<file path="src/rtl/truth_table_checker_pkg.sv">
// -----------------------------------------------------------------------------
// truth_table_checker_pkg
//
// Purpose : Shared definitions for the truth-table checker: FSM state
//           encodings, the reference truth table of the team's 4-input
//           NAND/AND/NOR network, and settle-time limits.
// Ports   : none (package).
// -----------------------------------------------------------------------------
package truth_table_checker_pkg;

    // Sweep controller states. Encodings are fixed so that state values seen
    // in a waveform match the documentation of the checker.
    typedef enum logic [1:0] {
        ST_IDLE   = 2'd0,
        ST_HOLD   = 2'd1,
        ST_FINISH = 2'd2
    } state_t;

    // Truth table of y = ~c & ~(a & d) with vector bit 3 = a, bit 0 = d.
    // Bit i is the required output for input vector i.
    localparam logic [15:0] EXPECTED_NAND4 = 16'h1133;

    // Largest supported hold time per vector, and the counter width that
    // covers it.
    localparam int SETTLE_MAX = 255;
    localparam int SETTLE_W   = $clog2(SETTLE_MAX + 1);

endpackage : truth_table_checker_pkg

</file>
<file path="src/rtl/truth_table_checker_settle_timer.sv">
// -----------------------------------------------------------------------------
// truth_table_checker_settle_timer
//
// Purpose : Counts the cycles a vector has been held. Counts while enabled,
//           wraps to zero on the terminal count, and flags that terminal
//           count combinationally so the owner can act on the same edge the
//           counter wraps.
// Ports   :
//   clk      in   clock, rising edge
//   rst_n    in   asynchronous active-low reset
//   i_clear  in   synchronous clear (highest priority after reset)
//   i_en     in   count enable
//   o_tc     out  counter is at SETTLE-1
// SETTLE must lie in 1..SETTLE_MAX.
// -----------------------------------------------------------------------------
module truth_table_checker_settle_timer
    import truth_table_checker_pkg::*;
#(
    parameter int SETTLE = 2
) (
    input  logic clk,
    input  logic rst_n,
    input  logic i_clear,
    input  logic i_en,
    output logic o_tc
);
    localparam logic [SETTLE_W-1:0] TC_VAL = SETTLE_W'(SETTLE - 1);

    logic [SETTLE_W-1:0] r_count;

    // With SETTLE = 1 the terminal value is zero, so every enabled cycle is
    // a terminal cycle and the counter never leaves zero.
    assign o_tc = (r_count == TC_VAL);

    always_ff @(posedge clk or negedge rst_n) begin
        if (!rst_n) begin
            r_count <= '0;
        end else if (i_clear) begin
            r_count <= '0;
        end else if (i_en) begin
            if (o_tc) begin
                r_count <= '0;
            end else begin
                r_count <= r_count + 1'b1;
            end
        end
    end

endmodule : truth_table_checker_settle_timer

</file>
<file path="config.mk">
export PLATFORM = sky130hd
export DESIGN_NAME = truth_table_checker_settle_timer
export DESIGN_NICKNAME = d
export VERILOG_FILES = /design/src/rtl/truth_table_checker_pkg.sv /design/src/rtl/truth_table_checker_settle_timer.sv
export SDC_FILE = /design/constraint.sdc
export NUM_CORES = 1
export LEC_CHECK = 0
export ABC_AREA = 1
export ABC_CLOCK_PERIOD_IN_PS = 1300
export BUFFER_PORTS_ARGS = -buffer_cell sky130_fd_sc_hd__buf_2
export CAP_MARGIN = 20
export CORE_AREA = 3 3 40 42
export CTS_CLUSTER_SIZE = 24
export DETAILED_ROUTE_END_ITERATION = 10
export DIE_AREA = 0 0 43 45
export PLACE_DENSITY = 0.64
export SKIP_CTS_REPAIR_TIMING = 1
export SLEW_MARGIN = 20
export SYNTH_ARGS = -nofsm -noshare
export SYNTH_HDL_FRONTEND = slang
export SYNTH_SLANG_ARGS = --single-unit
</file>
<file path="constraint.sdc">
create_clock -name clk -period 1.3 [get_ports clk]
set_clock_uncertainty 0.1 [all_clocks]
set_input_delay 0.26 -clock clk [delete_from_list [all_inputs] [get_ports clk]]
set_output_delay 0.26 -clock clk [all_outputs]
set_load 0.02 [all_outputs]
</file>
# Word-level counts from Yosys, hierarchy flattened
# Index checks and enable logic that the tools add are counted.
classes:
  mux: 3
  eq_ne: 1
  add_sub_neg: 1
  reduce_logical: 1
ops:
  columns: ["cell", "n"]
  rows:
  - ["$mux W8", 3]
  - ["$add A8 B1 Y8 const B", 1]
  - ["$eq A8 B1 Y1 const B", 1]
  - ["$reduce_bool A2 Y1", 1]
totals:
  in_bits: 4
  output_inout_bits: 1
  register_bits: 8

# Longest topological paths before layout
# Gate-level depths: netlist (run 1).
logic_depth:
  depth_word: 4
  depth_mapped: 7
  ltp_nobuf: 7

# Least setup slack after synthesis (run 1)
# OpenSTA, ideal clock, no wires.
synth_timing:
  path_kind: "flip-flop to output port"
  start: "register r_count[1]"
  end: "output port o_tc"
  path_buffers: 0
  path_slack_ps: -26
  stages_incl_launch_ff: 7
  arrival_ps: 966
  path_cell_list: "dfrtp_1 -> inv_1 -> ha_1 -> nand2_1 -> nor2_1 -> nand2_1 -> inv_1"
synth_between:
  elab_chain_cells: 1
synth_rtl:
  columns: ["item", "line", "rtl"]
  rows:
  - ["from (decl)", "truth_table_checker_settle_timer.sv:29", "logic [SETTLE_W-1:0] r_count;"]
  - ["from (signal assigned)", "truth_table_checker_settle_timer.sv:44", "r_count <= r_count + 1'b1;"]
  - ["$eq A8 B1 Y1", "truth_table_checker_settle_timer.sv:33", "assign o_tc = (r_count == TC_VAL);"]
  - ["to (decl)", "truth_table_checker_settle_timer.sv:25", "output logic o_tc"]
# Every way passes these cells.

# Final worst setup path (run 1)
# Ends and elaborated chain as after synthesis.

==> out/summary.txt, run 1 <==
Status - complete, but fails checks
Failing checks - negative setup slack
Final-layout fill cell count - 121
CTS tree - built
Slowest cell on crit path - dfrtp_1
Min Tclk post-route - 1.58 ns
WL/cell - 10.1 um
Starting Density - 0.395
Fin Setup TNS - -1.24 ns
Vias/cell - 4.77
Final worst slack - -0.279 ns
Global-route wire length before repair - 1630 um
# clock sinks - 8
Sequential share of power - 0.455
Yosys cell types - 14
Top post-synthesis cells by count - 23 x nand2_1, 11 x inv_1, 8 x dfrtp_1, 7 x nor2_1
CTS root buffer - clkbuf_4
Hold Worst Slack - 0.213 ns
Worst-Margin Slew - 0.278 ns
RD Place Congestion - 0.778
Die Area - 1940 sq um
Worst-path cell chain - inv_1, ha_1, nand2_1, nor2_2, nand2_2, inv_2, buf_6
First drt pass iteration count - 2
Vias - 496
Fin cells - 104
Synth Instances - 69
Ys async rst share - 1.00
Die height - 45 um
Yosys top cell area share - 0.394
Vias in the first global route - 407
CTS Buf Count - 3
WL final - 1050 um
Top-Level Pins - 5
WP data required - 0.94 ns
Drt drc - 0
Place WS - -0.0685 ns
Max reg flops - 8
CP Capture Type - primary output
Final Hold Viols - 0
Peak VDD IR - 0.000443 V
RSZ-0062 raised after global routing - yes
Placed Cells - 96
# nets final - 97
Die span in x - 43 um
Comb power frac - 0.202
Cell internal pwr - 0.414 mW
Clk buf depth - 2
Pleak - 0.361 nW
# port buffers - 4
P&R area growth vs syn - 35.5%
DPL Wire Length - 749 um
Startpoint Class - flip-flop
Final worst path period share - 1.21
Crit Path Max Fanout - 2
# diodes - 0
Fraction of layout cells with a size suffix above 1 - 0.315
Slew Limit Fails - 0
Area contributors post-synth - dfrtp_1 39%, nand2_1 17%, inv_1 8.1%
Clock power share - 0.343
Biggest cell delay along the critical path - 0.38 ns
Power per standard cell area - 826 nW/um^2
Clock edge transition at the registers on the reported setup and hold paths - 0.05 ns
Largest registers - r_count (8)
Skew-Pair Late Insertion Delay - 0.26 ns
Most used DFF post-synth - dfrtp_1
Core area - 1280 sq um
Seq/Total Area, Yosys - 0.394
Syn avg cell area - 7.36 sq um
Row cnt - 13
Gr ovfl total - 0
Psw - 0.155 mW
Most instantiated library cell after synthesis - nand2_1
Crit Path Category - flip-flop to primary output
Synthesis-stage register bit count - 8
1st-iter DRT viols - 8
Largest Register - r_count
Post-Syn Nets - 75
GRT Total Usage - 0.119
Worst Path Arrival - 1.22 ns
Max frequency - 633 MHz
Initial antenna violation count - 0
Syn Std Cell Area - 508 sq um
Design Power - 0.568 mW
Max cap viols - 0
Largest net degree at the start of global routing - 9
Post-DRT Antenna Nets - 0
Finish-stage setup viols - 7
Synth warnings - 0
Max-slew headroom - 0.814
Sw Ratio - 0.272
Post-synth EDFFs - 0
Synth area leader - dfrtp_1
H-tree depth - 1
Worst hold-check path type - primary input to flip-flop
logic make-up after synthesis:
logic type,after synthesis,share of synthesized area
compound gates,1,0.0172
xor+xnor,3,0.0517
fa+ha+maj,2,0.0493
buf+inv,12,0.0887
flops,8,0.394
simple gates,43,0.399
power by group through the flow:
stage / sequential, mW / clock, mW / combinational (mW)
after global routing: 0.259 / 0.219 / 0.126
after floorplan: 0.266 / 0 / 0.0430
after global placement: 0.263 / 0 / 0.0791
after CTS: 0.258 / 0.208 / 0.0809
after detailed placement: 0.263 / 0 / 0.0805
final: 0.259 / 0.195 / 0.115
routing by layer:
| metal | up-vias | part of all wire | track usage |
|---|---|---|---|
| met5 | - | 0 | 0 |
| met4 | 0 | 0.027 | 0.0904 |
| met3 | 3 | 0.038 | 0.0239 |
| met2 | 8 | 0.48 | 0.192 |
| met1 | 229 | 0.45 | 0.140 |
| li1 | 256 | - | - |
cell usage in the layout (no fill, tap or decap), types with 2 or more instances in the layout:
cell type	n
inv_2	2
dfrtp_1	8
nand2_1	22
nor2_1	6
nor2_4	3
nand2_2	2
xor2_1	2
nand3_1	4
buf_2	3
buf_4	12
ha_1	2
nand4_1	4
inv_1	10
clkbuf_4	3
metrics by stage:
stage	utilization	cell area, sq um
floorplan	-	508
global route	0.536	688
finish	0.536	688
CTS	0.490	629
global placement	0.472	607
detailed placement	0.472	607
path summary, 6_finish.rpt:
path / depth (start not counted) / from / to / slack [ns]
min in group asynchronous: 2 / rst_n / r_count[2] / 0.27
max in group asynchronous: 2 / rst_n / r_count[7] / 0.66
max reg2reg: 9 / r_count[1] / r_count[3] / -0.20
min: 3 / i_en / r_count[1] / 0.21
min reg2reg: 3 / r_count[7] / r_count[7] / 0.49
max: 7 / r_count[1] / o_tc / -0.28
worst max-delay path: cells and delay by family, from the launching register on:
kind | cells | cell delay, ns
adders and majority gates | 1 | 0.13
buffers and inverters | 3 | 0.24
DFF | 1 | 0.38
and+or+nand+nor | 3 | 0.22
layout make-up:
type,instances,area (sq um),area share
Clock buffer,3,22.5,0.0327
Inverter,12,45.0,0.0655
Multi-Input combinational cell,49,275,0.400
Sequential cell,8,200,0.291
Tap cell,15,18.8,0.0273
Timing Repair Buffer,17,126,0.184
Note: power is estimated with default switching activity, not from simulation.
==> run 2: changes to the inputs <==
--- a/config.mk
+++ b/config.mk
@@ -7,13 +7,15 @@
 export LEC_CHECK = 0
 export ABC_AREA = 1
 export ABC_CLOCK_PERIOD_IN_PS = 1300
-export BUFFER_PORTS_ARGS = -buffer_cell sky130_fd_sc_hd__buf_2
 export CAP_MARGIN = 20
-export CORE_AREA = 3 3 40 42
+export CELL_PAD_IN_SITES_DETAIL_PLACEMENT = 0
+export CELL_PAD_IN_SITES_GLOBAL_PLACEMENT = 1
+export CORE_MARGIN = 3
+export CORE_UTILIZATION = 37
 export CTS_CLUSTER_SIZE = 24
 export DETAILED_ROUTE_END_ITERATION = 10
-export DIE_AREA = 0 0 43 45
-export PLACE_DENSITY = 0.64
+export DONT_BUFFER_PORTS = 1
+export PLACE_DENSITY = 0.74
 export SKIP_CTS_REPAIR_TIMING = 1
 export SLEW_MARGIN = 20
 export SYNTH_ARGS = -nofsm -noshare
==> out/summary.txt, run 2 (same netlist as run 1, synthesis figures left out) <==
Crit Path Category - flip-flop to primary output
Final worst path period share - 1.17 (-0.0409)
Multi-input logic area - 285 sq um (+3.6%)
RD Place Congestion - 0.772 (-0.76%)
# diodes - 0 (unchanged)
CP Capture Type - primary output
Worst Path Arrival - 1.17 ns (-0.05 ns)
CTS root buffer - clkbuf_4
Largest Register - r_count
Clk buf depth - 2 (unchanged)
Reg area - 200 sq um (unchanged)
WL final - 999 um (-4.5%)
Final-layout fill cell count - 120 (-0.83%)
Most common cell after layout, fill and taps aside - nand2_1
Worst-Margin Slew - 0.381 ns (+0.103 ns)
Vias - 458 (-7.7%)
P&R area growth vs syn - 26.6%
Vias/cell - 4.82 (+1.1%)
Die span in x - 43.1 um (+0.13%)
Die Area - 1850 sq um (-4.2%)
Initial antenna violation count - 0 (unchanged)
WL/cell - 10.5 um (+4.6%)
Pleak - 0.323 nW (-11%)
Top-Level Pins - 5 (unchanged)
FF-to-FF setup slack - -0.11 ns (+0.09 ns)
CTS tree - built
# clock sinks - 8 (unchanged)
1st-iter DRT viols - 12 (+4)
Most frequent cells in the layout - 21 x nand2_1, 10 x inv_1, 8 x buf_4, 8 x dfrtp_1, 6 x nor2_1
Final Hold Viols - 0 (unchanged)
Slew Limit Fails - 0 (unchanged)
Core area - 1200 sq um (-6.5%)
Max reg flops - 8 (unchanged)
Vias in the first global route - 426 (+4.7%)
Startpoint Class - flip-flop
Failing checks - negative setup slack
Gr ovfl total - 0 (unchanged)
Final worst slack - -0.226 ns (+0.0531 ns)
# port buffers - 0 (-4)
Final instance area - 643 sq um (-6.5%)
Row cnt - 12 (-1)
Finish-stage setup viols - 6 (-1)
Status - complete, but fails checks
CTS Buf Count - 3 (unchanged)
Largest net degree at the start of global routing - 9 (unchanged)
WP data required - 0.94 ns (about the same)
R2R Path End - r_count[4]
Clock edge transition at the registers on the reported setup and hold paths - 0.05 ns (about the same)
Starting Density - 0.423 (+0.0276)
RSZ-0062 raised after global routing - yes
GRT Total Usage - 0.138 (+0.0191)
Post-DRT Antenna Nets - 0 (unchanged)
Fin cells - 95 (-8.7%)
Min Tclk post-route - 1.53 ns (-0.0531 ns)
First drt pass iteration count - 5 (+3)
Drt drc - 0 (unchanged)
Global-route wire length before repair - 1870 um (+15%)
Skew-Pair Late Insertion Delay - 0.25 ns (about the same)
Worst R2R Path Depth - 8 (-1)
Placed Cells - 90 (-6.3%)
Power per standard cell area - 834 nW/um^2 (+1.0%)
DPL Wire Length - 813 um (+8.5%)
Cells on Worst Hold Path - 2 (-1)
Peak VDD IR - 0.000600 V (+35%)
Fraction of layout cells with a size suffix above 1 - 0.272 (-0.0430)
Largest registers - r_count (8)
Area after DPL - 578 sq um (-4.7%)
FF-to-FF Start - r_count[1]
H-tree depth - 1 (unchanged)
Max cap viols - 0 (unchanged)
Hold Crit Endpoint - r_count[5]
Max frequency - 655 MHz (+3.5%)
Worst hold-check path type - primary input to flip-flop
Crit Path Max Fanout - 3 (+1)
Final core occ - 0.535 (about the same)
HP Start - i_en
Die height - 43.1 um (-4.3%)
# nets final - 89 (-8.2%)
Max-slew headroom - 0.745 (-0.0689)
Fin Setup TNS - -0.675 ns (+0.568 ns)
-- run 2: changes by cell type in the layout (fill, tap and decap cells not counted), sizes merged --
cell / before / now
buf: 16 / 8
-- run 2: routing by layer --
layer	GRT usage	vias to the layer above	share of wire
li1	-	238	-
met1	0.176	210	0.45
met2	0.201	10	0.48
met3	0.0763	0	0.063
met4	0.0361	0	0
met5	0	-	0
-- run 2: metrics by stage --
step / hold WS (ns) / worst slack, ns / total power, mW
5_1_grt: 0.0468 / -0.312 / 0.575
6_report: 0.0561 / -0.226 / 0.536
3_5_place_dp: -0.135 / -0.0699 / 0.329
3_3_place_gp: -0.135 / 0.00754 / 0.328
2_1_floorplan: -0.136 / 0.00876 / 0.309
4_1_cts: -0.408 / -0.316 / 0.521
-- run 2: layout make-up --
| type | instances | share of cell area |
|---|---|---|
| well taps | 14 | 0.0272 |
| flip-flops and latches | 8 | 0.311 |
| repair buffers | 9 | 0.109 |
| multi-input cells | 49 | 0.444 |
| clock buffers | 3 | 0.0350 |
| inverters | 12 | 0.0739 |
-- run 2: report_power, final --
part | total (mW) | leakage, nW | internal (mW) | switching (mW)
combinational | 0.0885 | 0.199 | 0.0358 | 0.0527
sequential | 0.260 | 0.111 | 0.255 | 0.00495
clock | 0.188 | 0.0138 | 0.105 | 0.0821
-- run 2: how the worst max path moves through the flow --
stage          startpoint    endpoint  slack, ns
2_1_floorplan  r_count[1]        o_tc      0.009
5_1_grt        r_count[1]        o_tc      -0.31
3_3_place_gp   r_count[1]  r_count[3]      0.008
4_1_cts        r_count[1]        o_tc      -0.32
6_report       r_count[1]        o_tc      -0.23
3_5_place_dp   r_count[1]  r_count[4]      -0.07
-- run 2: worst max-delay path, cell delays in order, from the launching register on --
cell     delay [ns]
dfrtp_1        0.37
inv_1          0.06
ha_2           0.16
nand2_2        0.06
nor2_4         0.08
nand2_2        0.09
inv_4          0.10
==> run 3: changes to the inputs <==
--- a/config.mk
+++ b/config.mk
@@ -6,16 +6,16 @@
 export NUM_CORES = 1
 export LEC_CHECK = 0
 export ABC_AREA = 1
-export ABC_CLOCK_PERIOD_IN_PS = 1300
+export ABC_CLOCK_PERIOD_IN_PS = 1700
 export CAP_MARGIN = 20
 export CELL_PAD_IN_SITES_DETAIL_PLACEMENT = 0
 export CELL_PAD_IN_SITES_GLOBAL_PLACEMENT = 1
-export CORE_MARGIN = 3
-export CORE_UTILIZATION = 37
+export CORE_AREA = 3 3 40 42
 export CTS_CLUSTER_SIZE = 24
 export DETAILED_ROUTE_END_ITERATION = 10
+export DIE_AREA = 0 0 43 45
 export DONT_BUFFER_PORTS = 1
-export PLACE_DENSITY = 0.74
+export PLACE_DENSITY = 0.73
 export SKIP_CTS_REPAIR_TIMING = 1
 export SLEW_MARGIN = 20
 export SYNTH_ARGS = -nofsm -noshare
==> constraint.sdc (replaced) <==
create_clock -name clk -period 1.7 [get_ports clk]
set_clock_uncertainty 0.1 [all_clocks]
set_input_delay 0.34 -clock clk [delete_from_list [all_inputs] [get_ports clk]]
set_output_delay 0.34 -clock clk [all_outputs]
set_load 0.02 [all_outputs]
==> out/summary.txt, run 3 (same netlist as run 1, synthesis figures left out) <==
# diodes - 0 (unchanged)
Comb power frac - 0.140 (-0.025)
Design Power - 0.406 mW (-24%)
CTS root buffer - clkbuf_4
Peak VDD IR - 0.000376 V (-37%)
CTS tree - built
WL final - 1020 um (+2.3%)
Worst Path Arrival - 1.21 ns (+0.04 ns)
Hold Crit Endpoint - r_count[1]
Final worst slack - 0.0463 ns (+0.272 ns)
Vias/cell - 4.76 (-1.4%)
Clock power share - 0.362 (+0.012)
Die height - 45 um (+4.5%)
Starting Density - 0.395 (-0.0276)
Slew Limit Fails - 0 (unchanged)
Largest net degree at the start of global routing - 9 (unchanged)
Pleak - 0.288 nW (-11%)
Clock edge transition at the registers on the reported setup and hold paths - 0.06 ns (about the same)
Core area - 1280 sq um (+7.0%)
# port buffers - 0 (unchanged)
Worst hold-check path type - primary input to flip-flop
R2R Path End - r_count[4]
# clock sinks - 8 (unchanged)
Status - finished clean
Vias - 428 (-6.6%)
Worst-Margin Slew - 0.381 ns (+0.000734 ns)
Gr ovfl total - 0 (unchanged)
CTS Buf Count - 3 (unchanged)
CP Capture Type - primary output
Die span in x - 43 um (-0.13%)
Crit Path Max Fanout - 4 (+1)
Post-DRT Antenna Nets - 0 (unchanged)
Die Area - 1940 sq um (+4.4%)
Max cap viols - 0 (unchanged)
Psw - 0.108 mW (-23%)
WL/cell - 11.4 um (+8.0%)
Row cnt - 13 (+1)
Max-slew headroom - 0.745 (about the same)
Place WS - 0.228 ns (+0.298 ns)
Sequential share of power - 0.498 (+0.013)
Final-layout fill cell count - 133 (+11%)
Largest Register - r_count
CP most frequent cell - nand2_2
Vias in the first global route - 386 (-9.4%)
Final Hold Viols - 0 (unchanged)
Fin Setup TNS - 0 ns (+0.675 ns)
Initial antenna violation count - 0 (unchanged)
Drt drc - 0 (unchanged)
Most frequent cells in the layout - 21 x nand2_1, 10 x inv_1, 7 x dfrtp_1
Fraction of layout cells with a size suffix above 1 - 0.227 (-0.0449)
Biggest cell delay along the critical path - 0.41 ns (+0.04 ns)
Power per standard cell area - 685 nW/um^2 (-18%)
Global-route wire length before repair - 1670 um (-11%)
Clk buf depth - 2 (unchanged)
P&R area growth vs syn - 16.7%
HP Start - i_en
Cells on Worst Hold Path - 2 (unchanged)
GRT Total Usage - 0.120 (-0.0182)
Max reg flops - 8 (unchanged)
DPL Wire Length - 742 um (-8.7%)
Finish-stage setup viols - 0 (-6)
Top-Level Pins - 5 (unchanged)
Cell internal pwr - 0.298 mW (-25%)
FF-to-FF Start - r_count[1]
Sw Ratio - 0.266 (+0.00587)
H-tree depth - 1 (unchanged)
Startpoint Class - flip-flop
Worst R2R Path Depth - 8 (unchanged)
# nets final - 83 (-6.7%)
Worst-path cell chain - inv_1, ha_2, nand2_2, nor2_4, nand2_2, inv_4
RD Place Congestion - 0.746 (-3.5%)
Slowest cell on crit path - dfrtp_1
Max frequency - 605 MHz
Min Tclk post-route - 1.65 ns
Largest registers - r_count (8)
Final core occ - 0.462 (-0.0739)
Final worst path period share - 0.973
Most common cell after layout, fill and taps aside - nand2_1
First drt pass iteration count - 4 (-1)
FF-to-FF setup slack - 0.17 ns (+0.28 ns)
1st-iter DRT viols - 4 (-8)
Skew-Pair Late Insertion Delay - 0.26 ns (about the same)
Crit Path Category - flip-flop to primary output
WP data required - 1.26 ns (+0.32 ns)
[run 3: cell types whose count changed in the layout (fill, tap and decap cells not counted), sizes merged]
cell,previous run,this run
buf,8,2
[run 3: final cells by class]
class                      instances  area (sq um)  share of cell area
sequential                         8           201               0.340
clock buffer                       3          22.5              0.0380
inverter                          12          47.5              0.0802
timing repair buffer               3          25.0              0.0422
tap                               15          18.8              0.0316
multi-input combinational         49           278               0.468
[run 3: how the worst max path moves through the flow]
stage          cells after the start  slack [ns]    to        from
2_1_floorplan                      6        0.29  o_tc  r_count[1]
3_3_place_gp                       6        0.25  o_tc  r_count[1]
3_5_place_dp                       6        0.23  o_tc  r_count[1]
4_1_cts                            6       -0.05  o_tc  r_count[1]
5_1_grt                            6       -0.02  o_tc  r_count[1]
6_report                           6        0.05  o_tc  r_count[1]
[run 3: worst max-delay path, delay by kind of cell, from the launching register on]
kind | cells | cell delay, ns
and+or+nand+nor | 3 | 0.23
DFF | 1 | 0.41
buffers and inverters | 2 | 0.17
adders and majority gates | 1 | 0.16
[run 3: power by group through the flow]
stage / Sequential (mW) / Combinational, mW / Clock, mW
6_report: 0.202 / 0.0569 / 0.147
5_1_grt: 0.203 / 0.0649 / 0.160
4_1_cts: 0.202 / 0.0381 / 0.153
3_5_place_dp: 0.205 / 0.0379 / 0
3_3_place_gp: 0.205 / 0.0386 / 0
2_1_floorplan: 0.203 / 0.0323 / 0
[run 3: layer usage]
metal,vias to the layer above,track usage,routed length (um)
met5,-,0,0
met4,0,0.0723,19
met3,4,0.0319,32
met2,7,0.180,465
met1,194,0.155,505
li1,223,-,-
[run 3: metrics by stage]
stage          hold slack [ns]  instance area [sq um]  instances
4_1_cts                 -0.332                    549         87
2_1_floorplan          -0.0556                    508         69
3_3_place_gp           -0.0554                    527         84
5_1_grt                  0.147                    593         90
3_5_place_dp           -0.0553                    527         84
6_report                 0.129                    593         90
